===== src/rtl/multi_tick_gen_pkg.sv =====
// Shared constants, config struct and helpers for the multi-channel tick generator.
package multi_tick_gen_pkg;

    localparam int unsigned DEF_DIV_1HZ = 50_000_000;
    localparam int unsigned DEF_DIV_2HZ = 25_000_000;
    localparam int          CFG_DIV_W   = 32;

    typedef struct packed {
        logic [CFG_DIV_W-1:0] div;
        logic                 pending;
    } ch_cfg_t;

    // Channel-select width; a single channel still gets a 1-bit select.
    function automatic int ch_w(input int n);
        return (n > 1) ? $clog2(n) : 1;
    endfunction

endpackage


===== src/rtl/tick_channel.sv =====
// One tick channel: up-counter, active/shadow divisor pair and registered tick.
// MULTI_TICK_GEN_SQ_EN adds a square-wave output toggled on every terminal count.
module tick_channel
    import multi_tick_gen_pkg::*;
#(
    parameter int               CNT_W   = 32,
    parameter logic [CNT_W-1:0] DEF_DIV = CNT_W'(DEF_DIV_1HZ)
) (
    input  logic             clk,
    input  logic             rst_n,
    input  logic             en,
    input  logic             restart,
    input  logic             wr,
    input  logic [CNT_W-1:0] wr_div,
    output logic             tick,
    output logic             pending
`ifdef MULTI_TICK_GEN_SQ_EN
    ,
    output logic             sq
`endif
);

    logic [CNT_W-1:0] cnt;
    logic [CNT_W-1:0] active_div;
    logic [CNT_W-1:0] shadow_div;
    logic [CNT_W-1:0] last_cnt;
    logic             at_tc;

    // Divisor 0 behaves as 1, so the terminal count is 0 in both cases.
    always_comb begin
        last_cnt = (active_div == '0) ? '0 : active_div - CNT_W'(1);
    end

    assign at_tc = (cnt == last_cnt);

    always_ff @(posedge clk) begin
        if (!rst_n) begin
            cnt        <= '0;
            active_div <= DEF_DIV;
            shadow_div <= DEF_DIV;
            pending    <= 1'b0;
            tick       <= 1'b0;
`ifdef MULTI_TICK_GEN_SQ_EN
            sq         <= 1'b0;
`endif
        end else begin
            if (wr) begin
                shadow_div <= wr_div;
            end
            // A write is only accepted while not pending, so pending <= wr keeps a
            // same-cycle write queued for the next boundary.
            if (restart) begin
                cnt     <= '0;
                tick    <= 1'b0;
                pending <= wr;
                if (pending) begin
                    active_div <= shadow_div;
                end
`ifdef MULTI_TICK_GEN_SQ_EN
                sq      <= 1'b0;
`endif
            end else if (en && at_tc) begin
                cnt     <= '0;
                tick    <= 1'b1;
                pending <= wr;
                if (pending) begin
                    active_div <= shadow_div;
                end
`ifdef MULTI_TICK_GEN_SQ_EN
                sq      <= ~sq;
`endif
            end else begin
                if (en) begin
                    cnt <= cnt + CNT_W'(1);
                end
                tick    <= 1'b0;
                pending <= pending | wr;
            end
        end
    end

endmodule


===== src/rtl/multi_tick_gen.sv =====
// Multi-channel programmable tick generator: config decode and ready mux over NUM_CH channels.
// Optional square-wave outputs are enabled with MULTI_TICK_GEN_SQ_EN.
module multi_tick_gen
    import multi_tick_gen_pkg::*;
#(
    parameter int          NUM_CH  = 4,
    parameter int          CNT_W   = 32,
    parameter int unsigned DEF_DIV = DEF_DIV_1HZ,
    localparam int         CH_W    = ch_w(NUM_CH)
) (
    input  logic              clk,
    input  logic              rst_n,
    input  logic              en,
    input  logic              restart,
    input  logic              cfg_valid,
    output logic              cfg_ready,
    input  logic [CH_W-1:0]   cfg_ch,
    input  logic [CNT_W-1:0]  cfg_div,
    output logic [NUM_CH-1:0] tick
`ifdef MULTI_TICK_GEN_SQ_EN
    ,
    output logic [NUM_CH-1:0] sq
`endif
);

    logic [NUM_CH-1:0] pending;
    logic [NUM_CH-1:0] wr;
    logic              accept;

    // Handshake: a write transfers on any edge where cfg_valid && cfg_ready; the
    // master holds cfg_ch/cfg_div stable until then. Out-of-range channels are
    // always ready and the write is silently dropped.
    always_comb begin
        cfg_ready = 1'b1;
        for (int i = 0; i < NUM_CH; i++) begin
            if (cfg_ch == CH_W'(i)) begin
                cfg_ready = !pending[i];
            end
        end
    end

    assign accept = cfg_valid && cfg_ready;

    for (genvar g = 0; g < NUM_CH; g++) begin : g_ch
        assign wr[g] = accept && (cfg_ch == CH_W'(g));

        tick_channel #(
            .CNT_W   (CNT_W),
            .DEF_DIV (CNT_W'(DEF_DIV))
        ) u_ch (
            .clk     (clk),
            .rst_n   (rst_n),
            .en      (en),
            .restart (restart),
            .wr      (wr[g]),
            .wr_div  (cfg_div),
            .tick    (tick[g]),
            .pending (pending[g])
`ifdef MULTI_TICK_GEN_SQ_EN
            ,
            .sq      (sq[g])
`endif
        );
    end

endmodule

===== config.mk =====
export PLATFORM = sky130hd
export DESIGN_NAME = multi_tick_gen
export DESIGN_NICKNAME = d
export VERILOG_FILES = /design/src/rtl/multi_tick_gen_pkg.sv /design/src/rtl/tick_channel.sv /design/src/rtl/multi_tick_gen.sv
export SDC_FILE = /design/constraint.sdc
export NUM_CORES = 1
export LEC_CHECK = 0
export BUFFER_PORTS_ARGS = -buffer_cell sky130_fd_sc_hd__buf_2
export CAP_MARGIN = 20
export CORE_ASPECT_RATIO = 0.6
export CORE_MARGIN = 10
export CORE_UTILIZATION = 65
export DETAILED_ROUTE_END_ITERATION = 16
export HOLD_SLACK_MARGIN = 0.15
export PLACE_DENSITY = 0.82
export REMOVE_ABC_BUFFERS = 1
export SKIP_LAST_GASP = 1
export SLEW_MARGIN = 20
export SYNTH_ARGS = -nofsm -noshare
export SYNTH_HDL_FRONTEND = slang
export SYNTH_SLANG_ARGS = --single-unit

===== constraint.sdc =====
create_clock -name clk -period 8.6 [get_ports clk]
set_input_delay 1.29 -clock clk [delete_from_list [all_inputs] [get_ports clk]]
set_output_delay 1.29 -clock clk [all_outputs]
set_load 0.03 [all_outputs]

**Word level (Yosys, flattened, before mapping)**

Index checks and enable logic that the tools add are counted.

- Add/subtract/negate cells: 8
- Muxes and demuxes: 32
- Bitwise logic cells: 5
- Reductions and logical operators: 27
- Equality and inequality tests: 7

Operator list:

| operator | number |
|---|---|
| 2-to-1 mux 32 bit | 16 |
| adder 32 x 1 -> 32 bit (second input constant) | 4 |
| == test 32 bit | 4 |
| logical NOT 32 bit | 4 |
| subtractor 32 x 1 -> 32 bit (second input constant) | 4 |
| 2-to-1 mux 1 bit | 16 |
| OR reduction 3 bit | 4 |
| logical AND 1 bit | 9 |
| nonzero test 2 bit | 4 |
| == test 2 bit (second input constant) | 2 |
| logical NOT 1 bit | 4 |
| bitwise OR 1 bit | 4 |
| == test 2 x 1 -> 1 bit (second input constant) | 1 |
| logical NOT 2 bit | 1 |
| OR reduction 2 bit | 1 |
| NOT 1 bit | 1 |

- Register bits: 392
- Bits of input ports: 39
- Output and inout port bits: 5
- Logic and storage cells: 99

**Longest topological paths before layout**

- Depth after elaboration: 10
- Gate-level depth with buffers: 14
- Depth with buffers taken out: 11

**Modules after synthesis**

From an unflattened synthesis, not the netlist that was laid out.

- Cells, all modules: 2746
- Area, all modules: 23119.7 sq um

Modules (own cells, without submodules):

| module | cells an instance | instances | area an instance (sq um) |
|---|---|---|---|
| tick_channel at g_ch[0].u_ch ... | 679 | 3 | 5718.0 |
| tick_channel at g_ch[3].u_ch | 702 | 1 | 5904.4 |
| multi_tick_gen | 7 | 1 | 61.3 |

**Worst setup path after synthesis**

Ideal clock, no wire load.

- Path type: reg-to-reg
- Start: register g_ch[3].u_ch.active_div[2]
- End: register g_ch[3].u_ch.active_div[13]
- Setup time: 120 ps
- Data arrival time: 3773 ps
- Period minus slack after synthesis: 3893 ps
- Setup slack: 4707 ps
- Cell stages (with the launch flop): 13
- Cell sequence: dfxtp_1 clkbuf_1 or4_1 clkbuf_1 or4_1 nor2_1 mux2_2 a22o_1 a2111oi_1 o2111ai_1 buf_2 o311a_1 a211o_1

- Word-level cells in the longest chain between the ends: 5

Ends and longest elaborated chain:

| item | line | source |
|---|---|---|
| start, declared | tick_channel.sv:24 | `logic [CNT_W-1:0] active_div;` |
| start signal, assigned | tick_channel.sv:57 | `active_div <= shadow_div;` |
| start signal, assigned | tick_channel.sv:67 | `active_div <= shadow_div;` |
| subtractor 32 x 1 -> 32 bit or logical NOT 32 bit (tied branches) | tick_channel.sv:31 | `last_cnt = (active_div == '0) ? '0 : active_div - CNT_W'(1);` |
| 2-to-1 mux 32 bit * | tick_channel.sv:31 |  |
| == test 32 bit * | tick_channel.sv:34 | `assign at_tc = (cnt == last_cnt);` |
| logical AND 1 bit * | tick_channel.sv:62 | `end else if (en && at_tc) begin` |
| nonzero test 2 bit (no line) * | -- |  |

Every way passes the cells marked *; elsewhere a longest branch is shown, timed or not.
A chain may end at the register's enable or synchronous reset.

**Worst setup path in the final report**

- Start: register g_ch[2].u_ch.active_div[0]
- End: register g_ch[2].u_ch.active_div[31]

- Word-level cells in the longest chain between the ends: 5

Ends and longest elaborated chain:

| item | line |
|---|---|
| start, declared | tick_channel.sv:24 |
| start signal, assigned | tick_channel.sv:57 |
| start signal, assigned | tick_channel.sv:67 |
| subtractor 32 x 1 -> 32 bit or logical NOT 32 bit (tied branches) | tick_channel.sv:31 |
| 2-to-1 mux 32 bit * | tick_channel.sv:31 |
| == test 32 bit * | tick_channel.sv:34 |
| logical AND 1 bit * | tick_channel.sv:62 |
| nonzero test 2 bit (no line) * | -- |

Marks and branches as above.

==> flow_metrics.py <==
metrics = {
    "timing": {
        "max_slew.worst_pin.slew_ns": 1.10,
        "finalMaxSlewViolations": 0,
        "relSlewSlack_pct": 24.7,
        "fmax_mhz": 171,
        "fin_crit_sh_pct": 68.2,
        "fin_tns_setup_ns": 0,
        "hold_violations": 0,
        "rsz0062_at_grt": "no",
        "hold_slack_ns": 0.457,
        "final-setup-viol-count": 0,
        "fin_crit_ns": 5.86,
        "clock-skew-final_ns": 0.0227,
    },
    "cts": {
        "cts_buffers": 37,
        "cts_resized": 0,
        "cts_htree_levels": 2,
        "clock_latency_ns": 0.57,
        "clk_pin_slew_ns": 0.07,
        "cts.path.max_buffers": 3,
        "cts_sinks": 392,
        "cts-hold-fix-buffers": 0,
        "postCtsSetupBuffers": 0,
        "root_buffer": "clkbuf_16",
        "cts_tree": "yes",
    },
    "yosys": {
        "yosys_warnings": 0,
        "synth_edf_count": 0,
        "yosys-top-cells-area": "dfxtp_1 (36%), nand2_1 (9.2%), xnor2_1 (5.6%)",
        "yosys.area.top_type": "dfxtp_1",
        "synthCells": 2729,
        "synth_area_per_cell_um2": 7.91,
        "synth_top_area_share_pct": 36.4,
        "synth_seq_cells": 392,
        "synth_top_flop_cell": "dfxtp_1",
        "netlist-cell-type-count": 94,
        "yosysSeqAreaShare_pct": 36.4,
        "async_reset_ff_share_pct": 0,
        "syn_area_um2": 21600,
    },
    "detailed_routing": {
        "vias_per_cell": 6.48,
        "drt_iter0_drc": 2328,
        "vias": 20200,
        "wire_per_inst_um": 20.8,
        "wl_um": 65100,
        "drt_first_pass_iters": 8,
        "ant_nets": 0,
        "drc": 0,
    },
    "grt": {
        "antenna_found_initial": 1,
        "grt_pass1_wl_um": 102000,
        "grt_usage_pct": 30.7,
        "grt_pass1_vias": 18700,
        "grt-ovfl-total": 0,
        "grt_max_degree": 109,
    },
    "floorplanning": {
        "num_rows": 51,
        "core-area_um2": 32600,
        "die_h_um": 161,
        "dieArea_um2": 41100,
        "start_util_pct": 66.2,
        "io_pins": 44,
        "chipWidth_um": 255,
    },
    "final_layout": {
        "nFillCells": 2573,
        "final_cell_mix": "nand2_1 (528), dfxtp_1 (392), nor2_1 (282)",
        "finalNetCount": 2690,
        "synthToLayoutAreaGrowth_pct": 6.90,
        "seq_area_um2": 7850,
        "fin_area_um2": 23100,
        "final_common_cell": "nand2_1",
        "drive_above_1_share_pct": 6.77,
        "multi_input_area_um2": 12900,
    },
    "setup_path": {
        "ff2ff_path_depth": 12,
        "arrival_ns": 6.35,
        "endpoint_kind": "flop",
        "cp-start-kind": "flop",
        "critical_path_class": "reg2reg",
        "required_ns": 9.09,
        "path_max_fanout": 23,
        "r2r_slack_ns": 2.74,
    },
    "power_and_ir_drop": {
        "ir_worst_vdd_mv": 0.137,
        "leakage_nw": 7.77,
        "p_total_mw": 3.79,
        "powerDensity_nw_per_um2": 164,
    },
    "placed_design": {
        "dp_hpwl_um": 47700,
        "gp_congestion": 0.979,
        "placed_cell_area_um2": 21800,
        "portBuffers": 43,
    },
    "run_status": {
        "status": "complete, no violations",
    },
    "flow_run": {
        "maxCapViolations": 0,
    },
    "hold_path": {
        "worstHoldPathCells": 2,
        "min_path_type": "reg2reg",
    },
}
-- synth_stat cells, types with 6 or more instances --
master,n
nand2_1,528
dfxtp_1,392
nor2_1,282
clkbuf_1,146
xnor2_1,137
mux2i_1,117
xor2_1,112
a21oi_1,109
nand3_1,104
nor4_1,74
nor3_1,72
nand4_1,61
inv_1,42
and3_1,37
o21ai_0,37
or4_1,34
or3_1,31
a211o_1,29
o311a_1,24
buf_2,22
and4_1,15
nor3b_1,15
nand2b_1,14
a22oi_1,13
buf_4,13
or2_2,13
and2_1,12
nor2b_1,12
o31ai_1,11
a2111oi_0,10
o2111ai_1,10
a211oi_1,9
a31oi_1,8
ha_1,8
nand4b_1,8
o22ai_1,8
o211ai_1,7
o221ai_1,7
a221oi_1,6
a2bb2oi_1,6
o21a_1,6
-- final cells by class --
class	count	share of cell area, %
clock inverters	17	0.895
well taps	450	2.44
repair buffers	63	1.66
flip-flops and latches	392	34.0
diodes	1	0.0108
multi-input cells	2107	55.8
clock buffers	51	4.50
inverters	42	0.694
-- metrics by stage --
step	setup slack, ns	util, %	std cells
after detailed placement	3.08	66.8	3052
after CTS	2.92	70.6	3120
final	2.74	70.7	3123
after global placement	3.44	66.8	3051
after global routing	2.52	70.7	3123
after floorplan	2.96	-	2541
-- sequential cells by signal (all words and copies together) (netlist names) --
| signal | cells |
|---|---|
| g_ch.u_ch.active_div | 128 |
| g_ch.u_ch.tick | 4 |
| g_ch.u_ch.cnt | 128 |
| g_ch.u_ch.shadow_div | 128 |
| g_ch.u_ch.pending | 4 |
-- logic make-up after synthesis --
kind of cell	Yosys count	share of synthesized area, %
AO/OA/AOI/OAI	381	12.9
XOR/XNOR	250	10.2
adder cells (fa/ha/maj)	8	0.464
buffers and inverters	230	4.46
flip-flops	392	36.4
multiplexers	122	5.74
AND/OR/NAND/NOR	1346	29.8
-- routing by layer --
| layer | part of all wire (%) | global-route usage [%] | routed length (um) | vias to the layer above |
|---|---|---|---|---|
| met2 | 41 | 42.4 | 26400 | 943 |
| met3 | 13 | 11.4 | 8590 | 88 |
| met1 | 45 | 44.1 | 29100 | 9751 |
| met5 | 0 | 0 | 0 | - |
| met4 | 1.6 | 6.84 | 1070 | 0 |
| li1 | - | - | - | 9448 |
-- critical path, stage by stage (launching register included) --
cell       delay [ns]
dfxtp_1          0.37
inv_1            0.08
ha_1             0.20
or3b_2           0.55
nor4_2           0.79
nand4_1          0.72
o21ai_0          0.31
a22oi_1          0.15
a2111oi_0        0.55
nand4_2          0.56
o31ai_4          0.79
buf_4            0.44
mux2i_1          0.25
-- report_power, final --
group	switching (mW)	leakage, nW	internal, mW
sequential	0.0271	3.17	1.85
clock	0.759	0.606	0.950
combinational	0.141	3.99	0.0621
-- worst paths after layout --
kind                                                    end                       start
worst min register to register   g_ch[3].u_ch.shadow_div[1]  g_ch[3].u_ch.shadow_div[1]
worst min-delay path             g_ch[3].u_ch.shadow_div[1]  g_ch[3].u_ch.shadow_div[1]
worst max-delay path            g_ch[2].u_ch.active_div[31]  g_ch[2].u_ch.active_div[0]
worst max register to register  g_ch[2].u_ch.active_div[31]  g_ch[2].u_ch.active_div[0]
(Power assumes the default switching activity.)
